==> src/rtl/alu_issue.sv <==
// Two-stage RV32I ALU issue pipeline: decode into D, drive external ALU, capture result in W.
// Optional one-entry skid buffer in front of D when ALU_ISSUE_SKID_EN is defined.
module alu_issue (
  input  logic        clk,
  input  logic        rst,
  input  logic        in_valid,
  output logic        in_ready,
  input  logic [31:0] in_instr,
  input  logic [31:0] in_rs1,
  input  logic [31:0] in_rs2,
  output logic        alu_op_imm,
  output logic [2:0]  alu_funct3,
  output logic [6:0]  alu_funct7,
  output logic [31:0] alu_a,
  output logic [31:0] alu_b,
  input  logic [31:0] alu_t,
  output logic        out_valid,
  input  logic        out_ready,
  output logic [4:0]  out_rd,
  output logic [31:0] out_result,
  output logic        out_illegal
);

  typedef struct packed {
    logic        op_imm;
    logic [2:0]  funct3;
    logic [6:0]  funct7;
    logic [31:0] a;
    logic [31:0] b;
    logic [4:0]  rd;
    logic        ill;
  } dec_t;

  function automatic dec_t decode(input logic [31:0] instr,
                                  input logic [31:0] rs1,
                                  input logic [31:0] rs2);
    dec_t       r;
    logic [2:0] f3;
    logic [6:0] f7;
    logic       shift;
    r     = '0;
    f3    = instr[14:12];
    f7    = instr[31:25];
    shift = (f3 == 3'b001) || (f3 == 3'b101);
    r.funct3 = f3;
    r.rd     = instr[11:7];
    r.a      = rs1;
    case (instr[6:0])
      7'b0110011: begin
        r.op_imm = 1'b0;
        r.funct7 = f7;
        r.b      = shift ? {27'd0, rs2[4:0]} : rs2;
        r.ill    = !((f7 == 7'b0000000) || (f7 == 7'b0100000)) ||
                   ((f7 == 7'b0100000) && !((f3 == 3'b000) || (f3 == 3'b101)));
      end
      7'b0010011: begin
        r.op_imm = 1'b1;
        r.funct7 = shift ? f7 : 7'd0;
        r.b      = shift ? {27'd0, instr[24:20]} : {{20{instr[31]}}, instr[31:20]};
        r.ill    = ((f3 == 3'b001) && (f7 != 7'b0000000)) ||
                   ((f3 == 3'b101) && (f7 != 7'b0000000) && (f7 != 7'b0100000));
      end
      default: r.ill = 1'b1;
    endcase
    return r;
  endfunction

  dec_t        in_dec;
  dec_t        d_q, d_d;
  logic        d_vld_q, d_vld_d;
  logic        w_vld_q, w_vld_d;
  logic [4:0]  w_rd_q, w_rd_d;
  logic [31:0] w_res_q, w_res_d;
  logic        w_ill_q, w_ill_d;
  logic        w_can, d_adv, d_free, accept;
  logic        unused_rs1_field;

  assign unused_rs1_field = ^in_instr[19:15];
  assign in_dec = decode(in_instr, in_rs1, in_rs2);

  // W accepts when empty or draining; D has room when empty or advancing.
  assign w_can  = !w_vld_q || out_ready;
  assign d_adv  = d_vld_q && w_can;
  assign d_free = !d_vld_q || w_can;
  assign accept = in_valid && in_ready;

`ifdef ALU_ISSUE_SKID_EN
  dec_t s_q, s_d;
  logic s_vld_q, s_vld_d;
  logic rdy_q, rdy_d;

  assign in_ready = rdy_q;

  always_comb begin
    s_d     = s_q;
    s_vld_d = s_vld_q;
    d_d     = d_q;
    d_vld_d = d_vld_q && !d_adv;
    if (d_free) begin
      if (s_vld_q) begin
        d_d     = s_q;
        d_vld_d = 1'b1;
        s_vld_d = 1'b0;
      end else if (accept) begin
        d_d     = in_dec;
        d_vld_d = 1'b1;
      end
    end else if (accept) begin
      s_d     = in_dec;
      s_vld_d = 1'b1;
    end
    rdy_d = !s_vld_d;
  end

  always_ff @(posedge clk or posedge rst) begin
    if (rst) begin
      s_q     <= '0;
      s_vld_q <= 1'b0;
      rdy_q   <= 1'b0;
    end else begin
      s_q     <= s_d;
      s_vld_q <= s_vld_d;
      rdy_q   <= rdy_d;
    end
  end
`else
  assign in_ready = !rst && d_free;

  always_comb begin
    d_d     = d_q;
    d_vld_d = d_vld_q;
    if (accept) begin
      d_d     = in_dec;
      d_vld_d = 1'b1;
    end else if (d_adv) begin
      d_vld_d = 1'b0;
    end
  end
`endif

  // D -> W: result forced to zero for illegal entries and writes to x0.
  always_comb begin
    w_vld_d = w_vld_q;
    w_rd_d  = w_rd_q;
    w_res_d = w_res_q;
    w_ill_d = w_ill_q;
    if (w_can) begin
      w_vld_d = d_vld_q;
      if (d_vld_q) begin
        w_rd_d  = d_q.rd;
        w_ill_d = d_q.ill;
        w_res_d = (d_q.ill || (d_q.rd == 5'd0)) ? 32'd0 : alu_t;
      end
    end
  end

  always_ff @(posedge clk or posedge rst) begin
    if (rst) begin
      d_q     <= '0;
      d_vld_q <= 1'b0;
      w_vld_q <= 1'b0;
      w_rd_q  <= 5'd0;
      w_res_q <= 32'd0;
      w_ill_q <= 1'b0;
    end else begin
      d_q     <= d_d;
      d_vld_q <= d_vld_d;
      w_vld_q <= w_vld_d;
      w_rd_q  <= w_rd_d;
      w_res_q <= w_res_d;
      w_ill_q <= w_ill_d;
    end
  end

  assign alu_op_imm  = d_q.op_imm;
  assign alu_funct3  = d_q.funct3;
  assign alu_funct7  = d_q.funct7;
  assign alu_a       = d_q.a;
  assign alu_b       = d_q.b;

  assign out_valid   = w_vld_q;
  assign out_rd      = w_rd_q;
  assign out_result  = w_res_q;
  assign out_illegal = w_ill_q;

endmodule

==> config.mk <==
export PLATFORM = sky130hd
export DESIGN_NAME = alu_issue
export DESIGN_NICKNAME = d
export VERILOG_FILES = /design/src/rtl/alu_issue.sv
export SDC_FILE = /design/constraint.sdc
export NUM_CORES = 1
export LEC_CHECK = 0
export ABC_AREA = 1
export BUFFER_PORTS_ARGS = -buffer_cell sky130_fd_sc_hd__buf_2
export CAP_MARGIN = 10
export CORE_MARGIN = 2
export CORE_UTILIZATION = 48
export CTS_CLUSTER_DIAMETER = 40
export CTS_CLUSTER_SIZE = 12
export DETAILED_ROUTE_END_ITERATION = 8
export PLACE_DENSITY = 0.9
export SLEW_MARGIN = 20
export SYNTH_ARGS = -nofsm -noshare
export SYNTH_HDL_FRONTEND = slang
export SYNTH_SLANG_ARGS = --single-unit
==> constraint.sdc <==
create_clock -name clk -period 4.87 [get_ports clk]
set_input_delay 0.2435 -clock clk [delete_from_list [all_inputs] [get_ports clk]]
set_output_delay 0.2435 -clock clk [all_outputs]
set_load 0.1 [all_outputs]
After elaboration in Yosys (flattened, before gate mapping)
Index checks and enable logic that the tools add are counted.
Word-level totals
  flip-flop bits (word level): 121
  input port bits: 132
Cells by class
  eq/ne operators: 6
  multiplexer cells: 10
  reductions and logical operators: 26
Operators by type and width (count)
  $mux 32: 3
  $pmux 32 s2: 1
  $eq 7x6->1 const B: 2
  $pmux 7 s2: 1
  $logic_or 1x1->1: 8
  $eq 7x5->1 const B: 1
  $logic_and 1x1->1: 7
  $logic_not 7->1: 1
  $mux 7: 1
  $ne 7x6->1 const B: 1
  $reduce_bool 7->1: 1
  $logic_not 1->1: 5
  $logic_not 5->1: 1
  $eq 3x1->1 const B: 1
  $eq 3x3->1 const B: 1
  $logic_not 3->1: 1
  $mux 1: 3
  $pmux 1 s2: 1
  $reduce_and 2->1: 1
  $reduce_bool 2->1: 1

Logic depth before layout (Yosys ltp)
  depth in word-level cells: 6
  depth in mapped cells: 9
  mapped depth without buffers: 8

Worst setup path before layout
OpenSTA, ideal clock, no wires.
  path kind: input-to-reg
  start: input port rst
  end: register d_q, in the netlist alu_op_imm
  data arrival time: 4.101 ns
  setup slack: 0.647 ns
  cell stages on the path: 8
  cell sequence: inv_1 -> nand2_2 -> inv_2 -> nand2_4 -> buf_6 -> buf_4 -> nand2_1 -> nand2_1
On the way
  cells in the longest elaborated chain, start to end: 3
Ends and longest elaborated chain
  start, declared: RTL line 5  | input logic rst,
  $logic_not 1->1 (no line)
  $logic_and 1x1->1: RTL line 127  | assign in_ready = !rst && d_free;
  net in_ready: RTL line 7  | output logic in_ready,
  $logic_and 1x1->1: RTL line 85  | assign accept = in_valid && in_ready;
  end signal, assigned: RTL line 159  | d_q <= '0;
  end signal, assigned: RTL line 166  | d_q <= d_d;
  end, declared: RTL line 69  | dec_t d_q, d_d;
The timed path passes the listed nets, and every way through them passes these cells.
A chain may end at the register's enable or synchronous reset.

Worst setup path in the final report
  start: input port rst
  end: register d_q[0] (netlist name)
On the way
  cells in the longest elaborated chain, start to end: 3
Ends and longest elaborated chain (RTL line)
  $logic_not 1->1 (no line)
  $logic_and 1x1->1: 127
  $logic_and 1x1->1: 85
No other way between the ends.

==> key figures <==
Finish
  – Synth-to-layout area growth: 22.96%
  – Share of layout cells above drive strength 1: 0.3154
  – Fin nets: just over 1,000

Synth
  – Top FF cell, synth: dfrtp_1
  – Synth area leader: dfrtp_1
  – Distinct cells, synth: 22
  – Top cells by count, synth: nand2_1 (319), dfrtp_1 (121), buf_4 (79)
  – Ys async rst share: 1.000
  – Synthesis-stage register bit count: around 120
  – Mapped Area: just under 0.006 mm2
  – Mapped Nets: 869
  – Mapped Avg Cell Area: ~7.9 um2
  – EDFF count, synth: 0
  – Cells after Synth: between 700 and 800
  – Ys Warns: 0
  – Sequential-to-total area share from yosys stat: 0.5179
  – Top-count cell post-synth: nand2_1
  – Top cells by area, synth: dfrtp_1 (52%), nand2_1 (20%), buf_4 (10%)
  – Post-synth top area share: 0.5179

Global routing
  – First-pass GRT wire length: 22,110 um
  – Vias in the first global route: roughly 4,700
  – Met3 usage: 0.05347
  – Routing usage on met1: 0.2570
  – Most used routing layer: met2
  – Largest net degree at the start of global routing: 80
  – Met2 Use GR: 0.3722
  – Initial antenna violation count: 1
  – Total grt overflow: 0
  – Total GRT Usage: 0.2173

Timing
  – Final worst path period share: 0.5356
  – Fin crit period: between 2 and 3 ns
  – Final Skew: about 0.0085 ns
  – Rel. slew slack: 0.3523
  – Final TNS setup: 0 ns
  – Hold Vio Cnt, Final: 0
  – RSZ-0062 raised after global routing: no
  – Pins over their slew limit: 0
  – Worst-margin pin slew: between 0.9 and 1 ns
  – Final setup margin: around 2.3 ns
  – Max frequency: 383.4 MHz
  – Final setup vio count: 0

Critical path
  – Crit path max fanout: 44
  – Kind of critical path: input port to flip-flop
  – Critical Path RT: just over 5 ns
  – Crit. End Element: flip-flop
  – CP startpoint kind: input port
  – WP data arrival: slightly below 3 ns

Placement
  – Port bufs: ~240
  – Post-DP HPWL: 9755 um
  – GPL Wtd Cong: just over 0.8
  – Pre-CTS setup slack: between 2 and 2.5 ns

Clock network
  – CTS tree: yes
  – Root buffer cell: clkbuf_16
  – Clock transition at path regs: approximately 0.050 ns
  – CTS Buf Count: 17
  – Clk_lat worst skew: between 0.4 and 0.5 ns
  – Htree depth: 4
  – Post-CTS setup buffer count: 0
  – CTS sink cnt: 121
  – Clk buf depth: 2

Pwr
  – Tot Pwr: 0.003220 W
  – Leak pwr: between 4 and 5 nW
  – Peak supply drop: about 220 uV
  – Pwr dens: around 450 mW/mm2

Floorplan
  – Placement Rows: 40
  – Starting density of the core: 0.4888
  – Core ar.: 0.01196 mm2
  – DIE HEIGHT: 114.4 um
  – Die area: 0.01308 mm2
  – Chip width: around 110 um
  – IO Pins: around 250

Drt
  – Total wire length: 13,850 um
  – Post-DR wirelength/cell: around 13 um
  – DR vias/cell: approximately 4.7
  – DR iter-0 viols: approximately 420
  – Post-route ant nets: 0
  – # DRC: 0
  – DRT Pass-1 Iters: 5
  – Vias: slightly below 5,000

Run status
  – Status: completed

Hold path
  – Hold crit path type: input port to flip-flop

Run
  – Max-Cap Viols: 0
power breakdown:
group | leakage, nW | switching (W) | internal, W
Sequential | 1.61 | 0.0000326 | 0.00107
Clock | 0.308 | 0.000442 | 0.000932
Combinational | 2.56 | 0.000621 | 0.000118
Total | 4.48 | 0.00110 | 0.00212
kinds of logic (layout without fill, tap and decap cells):
logic type,count (synthesis),after routing,synth area share
flops,121,121,0.5179
simple gates,380,380,0.2583
other cells,0,1,0
buf+inv,181,354,0.1768
compound gates,55,55,0.04708
per-stage QoR:
stage	cells	instance area (um2)	util	hold WS [ns]
5_1_grt	1058	7189	0.6010	0.01769
3_3_place_gp	1025	6525	0.5455	0.3436
3_5_place_dp	1025	6525	0.5455	0.3515
6_report	1058	7189	0.6010	0.03222
4_1_cts	1057	7187	0.6008	0.01798
2_1_floorplan	737	5847	-	0.3601
worst max-delay path, cell delays in order:
cell and delay (ns):
dlygate4sd3_1 0.53, buf_2 0.13, inv_4 0.40, nand2_2 0.16
nor2_4 0.73, buf_4 0.44, nand2_1 0.08, nand2_1 0.09
a21oi_1 0.06
placed cells by master (no fill, tap or decap), drive strengths merged:
cell type,count
nand2,322
nand3b,1
diode,1
nand4,2
nor2,39
clkinvlp,3
inv,77
dlygate4sd3,1
buf,245
o21ai,54
bufinv,5
a21oi,1
clkbuf,20
clkinv,3
dfrtp,121
nand3,16
registers in the layout, summed over array words and instances (netlist names):
register and flops:
alu_a 32, alu_b 32, alu_funct3 3, alu_funct7 7
alu_op_imm 1, d_q 6, d_vld_q 1, out_illegal 1
out_rd 5, out_result 32, out_valid 1
cell type report:
type	count	area [um2]
Sequential cell	121	3028
Tap cell	147	183.9
Antenna cell	1	2.502
Clock inverter	11	195.2
Fill cell	1028	4772
Clock buffer	20	456.7
Timing Repair Buffer	246	1246
Inverter	77	291.5
Multi-Input combinational cell	435	1785
worst paths after layout:
check	from	to	slack, ns	depth (start not counted)
setup / recovery	rst	d_q[0]$_DFFE_PP0P_	2.26	9
hold / removal	in_rs1[30]	alu_a[30]$_DFFE_PP0P_	0.03	3
setup reg to reg	out_valid$_DFFE_PP0P_	d_q[0]$_DFFE_PP0P_	2.73	7
hold reg to reg	alu_a[20]$_DFFE_PP0P_	alu_a[20]$_DFFE_PP0P_	0.46	2
max in group asynchronous	rst	alu_a[14]$_DFFE_PP0P_	3.03	4
min in group asynchronous	rst	alu_b[29]$_DFFE_PP0P_	0.44	3
routing by layer:
layer | share of wire | wire [um] | up-vias
li1 | - | - | 2454
met1 | 0.41 | 5705 | 2264
met2 | 0.49 | 6772 | 217
met3 | 0.070 | 967 | 30
met4 | 0.029 | 407 | 0
met5 | 0 | 0 | -
what timing repair did:
item / 4_1_cts / 5_1_grt
hold buffers: 1 / 0
gates resized for setup: 0 / 0
endpoints found under the hold margin: 42 / 0
Note: power is estimated with default switching activity, not from simulation.
